<file path="config.mk">
export PLATFORM = sky130hd
export DESIGN_NAME = key_debouncer
export DESIGN_NICKNAME = d
export VERILOG_FILES = /design/src/rtl/key_debouncer.sv
export SDC_FILE = /design/constraint.sdc
export NUM_CORES = 1
export LEC_CHECK = 0
export BUFFER_PORTS_ARGS = -buffer_cell sky130_fd_sc_hd__buf_2
export CAP_MARGIN = 20
export CORE_MARGIN = 3
export CORE_UTILIZATION = 40
export CTS_BUF_LIST = sky130_fd_sc_hd__clkbuf_4
export DETAILED_ROUTE_END_ITERATION = 8
export HOLD_SLACK_MARGIN = 0.03
export PLACE_DENSITY = 0.6
export RECOVER_POWER = 100
export SETUP_SLACK_MARGIN = 0.02
export SYNTH_ARGS = -nofsm -noshare
export SYNTH_HDL_FRONTEND = slang
export SYNTH_SLANG_ARGS = --single-unit
</file>
<file path="constraint.sdc">
create_clock -name clk -period 1.7 [get_ports clk]
set_input_delay 0.085 -clock clk [delete_from_list [all_inputs] [get_ports clk]]
set_output_delay 0.085 -clock clk [all_outputs]
set_load 0.1 [all_outputs]
</file>
<file path="src/rtl/key_debouncer.sv">
// ============================================================================
// Module      : key_debouncer
// Description : 2-flop synchronizer plus counter debouncer for one active-low
//               push-button; output is the active-high debounced pressed state.
// Revision    : 1.0 - initial release
// ============================================================================
`default_nettype none

module key_debouncer #(
    parameter int DEBOUNCE_CYCLES = 50000
) (
    input  logic clk,
    input  logic rst,
    input  logic i_key_n,
    output logic o_pressed
);

    localparam int c_CNT_W = (DEBOUNCE_CYCLES > 1) ? $clog2(DEBOUNCE_CYCLES) : 1;

    logic               r_sync1;
    logic               r_sync2;
    logic               r_stable_n;
    logic [c_CNT_W-1:0] r_cnt;

    // Counter tracks consecutive samples disagreeing with the stable level.
    always_ff @(posedge clk or posedge rst) begin
        if (rst) begin
            r_sync1    <= 1'b1;
            r_sync2    <= 1'b1;
            r_stable_n <= 1'b1;
            r_cnt      <= '0;
        end else begin
            r_sync1 <= i_key_n;
            r_sync2 <= r_sync1;
            if (r_sync2 != r_stable_n) begin
                if (r_cnt == c_CNT_W'(DEBOUNCE_CYCLES - 1)) begin
                    r_stable_n <= r_sync2;
                    r_cnt      <= '0;
                end else begin
                    r_cnt <= r_cnt + 1'b1;
                end
            end else begin
                r_cnt <= '0;
            end
        end
    end

    assign o_pressed = ~r_stable_n;

endmodule

`default_nettype wire

</file>
==> flow_metrics.env <==
export IMPL_synth_lib_cells_used_distinct=23
export IMPL_synth_to_final_area_change_pct=10.9
export IMPL_ioPinCount=4
export IMPL_post_dp_hpwl_mm=1.16
export IMPL_synth_cells=85
export IMPL_mappedNetlistArea_um2=996
export IMPL_timing_worst_slew_pin_value_ns=0.725
export IMPL_grt_overflow_total=0
export IMPL_cts_resized=0
export IMPL_drc=0
export IMPL_post_synth_top_area_cell="sky130_fd_sc_hd__dfrtp_1"
export IMPL_core_um2=2300
export IMPL_fin_worst_skew_ns=0.00124
export IMPL_power_combinational_fraction=0.054
export IMPL_synth_sequential_area_ratio=0.481
export IMPL_ys_flop_type="sky130_fd_sc_hd__dfrtp_1"
export IMPL_wl_met1_um=808
export IMPL_numPortBuffers=3
export IMPL_routed_wl_met3_um=41
export IMPL_async_reset_ff_frac=1.00
export IMPL_final_layout_size_suffix_gt1_frac=0.268
export IMPL_die_area_um2=3120
export IMPL_power_switching_share=0.226
export IMPL_power_density_nw_per_um2=686
export IMPL_clkLatencyLatePin_ns=0.29
export IMPL_totalWireLength_mm=1.62
export IMPL_final_cell_count_no_fill=125
export IMPL_total_grt_usage=0.117
export IMPL_clock_sinks=19
export IMPL_critical_path_max_stage_delay_ns=0.43
export IMPL_final_nets=102
export IMPL_synth_largest_type_area_fraction=0.402
export IMPL_setup_worst_path_end_class="register"
export IMPL_crit_path_cell_trace="ha_1, and3_1, nand4_1, nand2_1, buf_12, nor2_1"
export IMPL_worst_setup_path_type="reg -> reg"
export IMPL_numCtsBuffers=3
export IMPL_fin_hold_ws_ns=0.362
export IMPL_cp_start_kind="register"
export IMPL_place_congestion=0.803
export IMPL_timing_hold_violations_final=0
export IMPL_cts_root_buffer_cell="sky130_fd_sc_hd__clkbuf_4"
export IMPL_final_setup_tns_ns=0
export IMPL_htree_levels=1
export IMPL_postSynthNetCount=89
export IMPL_cts_clk_slew_worst_paths_ns=0.11
export IMPL_pre_cts_ws_ns=0.203
export IMPL_achievable_frequency_ghz=0.666
export IMPL_net_switching_power_uw=171
export IMPL_detail_route_iter0_violations=20
export IMPL_period_share=0.883
export IMPL_drt_wirelength_per_cell_um=13.0
export IMPL_synth_edff_count=0
export IMPL_critPathBufInv=1
export IMPL_worst_endpoint_arrival_ns=1.69
export IMPL_n_antenna_cell=0
export IMPL_min_path_type="reg -> reg"
export IMPL_met2_routed_wl_um=760
export IMPL_drt_pass1_iterations=4
export IMPL_largest_net_degree_at_the_start_of_global_routing=20
export IMPL_row_count=17
export IMPL_status="complete, no violations"
export IMPL_layout_cells_most_common_list="sky130_fd_sc_hd__dfrtp_1, sky130_fd_sc_hd__nor2_1, sky130_fd_sc_hd__xnor2_1"
export IMPL_dieWidth_um=55.9
export IMPL_final_common_cell="sky130_fd_sc_hd__dfrtp_1"
export IMPL_clkPwrFrac=0.325
export IMPL_timing_max_transition_violations_final=0
export IMPL_start_util=0.434
export IMPL_yosys_top_cells_area="sky130_fd_sc_hd__dfrtp_1, sky130_fd_sc_hd__xnor2_1, sky130_fd_sc_hd__dfstp_2, sky130_fd_sc_hd__nor2_2, sky130_fd_sc_hd__nor4_4"
export IMPL_power_share_sequential=0.621
export IMPL_final_setup_worst_slack_ns=0.198
export IMPL_grt_first_pass_wirelength_mm=2.89
export IMPL_syn_avg_cell_area_um2=11.7
export IMPL_routed_top_layer="met4"
export IMPL_cap_violations=0
export IMPL_cts_tree="done"
export IMPL_initial_antenna_violation_count=0
export IMPL_critPathRequiredTime_ns=1.89
export IMPL_die_height_um=55.9
export IMPL_post_drt_via_cell_ratio=5.04
export IMPL_power_uw=758
export IMPL_route_vias_total=630
export IMPL_maximum_buffer_depth_of_the_clock_tree=2
export IMPL_grt_setup_unrepaired="no"
export IMPL_timing_slew_headroom=0.516
export IMPL_internal_power_uw=587
export IMPL_vdd_ir_drop_max_uv=413
export IMPL_critical_path_slowest_cell="sky130_fd_sc_hd__dfrtp_1"
export IMPL_critical_path_top_delay_family="simple AND/OR/NAND/NOR gates"
export IMPL_final_antenna_net_count=0
export IMPL_cp_max_fo=15
export IMPL_ffs_latches_synth=19
export IMPL_synth_warnings=0
export IMPL_place_detailed_instances=119
export IMPL_setup_violations_final=0
export IMPL_via_count_of_the_first_global_routing_pass=632
export IMPL_post_route_min_period_ns=1.50
export IMPL_leakage_component_of_the_power_nw=0.457
==> layout make-up <==
type | instances | area, µm²
Sequential cell | 19 | 479
Timing Repair Buffer | 9 | 77.6
Clock buffer | 4 | 30.0
Multi-Input combinational cell | 60 | 464
Fill cell | 211 | 1190
Inverter | 5 | 18.8
Tap cell | 28 | 35.0
==> path summary, 6_finish.rpt <==
| check | startpoint | end | slack [ns] | cells past startpoint |
|---|---|---|---|---|
| max | r_cnt[1] | r_cnt[15] | 0.20 | 6 |
| min | r_sync1 | r_sync2 | 0.36 | 0 |
| max reg2reg | r_cnt[1] | r_cnt[15] | 0.20 | 6 |
| min reg2reg | r_sync1 | r_sync2 | 0.36 | 0 |
| max in group asynchronous | rst | r_cnt[4] | 0.80 | 3 |
| min in group asynchronous | rst | r_cnt[7] | 0.44 | 3 |
==> cell usage after synthesis (2+ instances only) <==
| cell | n |
|---|---|
| sky130_fd_sc_hd__and3_1 | 2 |
| sky130_fd_sc_hd__dfrtp_1 | 16 |
| sky130_fd_sc_hd__dfstp_2 | 3 |
| sky130_fd_sc_hd__inv_1 | 5 |
| sky130_fd_sc_hd__nand2_1 | 2 |
| sky130_fd_sc_hd__nand3_1 | 3 |
| sky130_fd_sc_hd__nand3_2 | 2 |
| sky130_fd_sc_hd__nand4_1 | 3 |
| sky130_fd_sc_hd__nor2_1 | 7 |
| sky130_fd_sc_hd__nor2_2 | 10 |
| sky130_fd_sc_hd__nor3_1 | 3 |
| sky130_fd_sc_hd__nor4_2 | 3 |
| sky130_fd_sc_hd__nor4_4 | 2 |
| sky130_fd_sc_hd__nor4bb_1 | 2 |
| sky130_fd_sc_hd__xnor2_1 | 12 |
| sky130_fd_sc_hd__xor2_1 | 3 |
==> power by group through the flow <==
stage | logic (mW) | clock network [mW] | registers [mW]
after floorplan | 0.0252 | 0 | 0.479
after detailed placement | 0.0410 | 0 | 0.479
final | 0.0411 | 0.246 | 0.470
after CTS | 0.0446 | 0.255 | 0.471
after global placement | 0.0418 | 0 | 0.478
after global routing | 0.0461 | 0.271 | 0.472
==> timing repair <==
item                      4_1_cts  5_1_grt
setup buffers                   0        0
hold endpoints to repair       17        0
hold buffers                    2        0
==> routing by layer <==
layer	track usage	vias up
met5	0	-
met4	0.0407	0
met3	0.0209	2
met2	0.177	9
met1	0.167	307
li1	-	312
==> flip-flops by register name (all words and copies together), names as in the netlist <==
signal      cells
r_cnt          16
r_stable_n      1
r_sync1         1
r_sync2         1
==> cell families after synthesis <==
| logic type | Yosys count | share of synthesized area |
|---|---|---|
| buffers and inverters | 6 | 0.0302 |
| adder cells (fa/ha/maj) | 1 | 0.0126 |
| multiplexers | 1 | 0.0113 |
| flip-flops | 19 | 0.481 |
| XOR/XNOR | 15 | 0.132 |
| AND/OR/NAND/NOR | 43 | 0.333 |
==> metrics by stage <==
| step | instance area [µm²] | util |
|---|---|---|
| detailed placement | 1080 | 0.469 |
| floorplan | 996 | - |
| CTS | 1130 | 0.491 |
| global placement | 1080 | 0.469 |
| global route | 1100 | 0.481 |
| finish | 1100 | 0.481 |
Power figures use the tool's default switching activity.
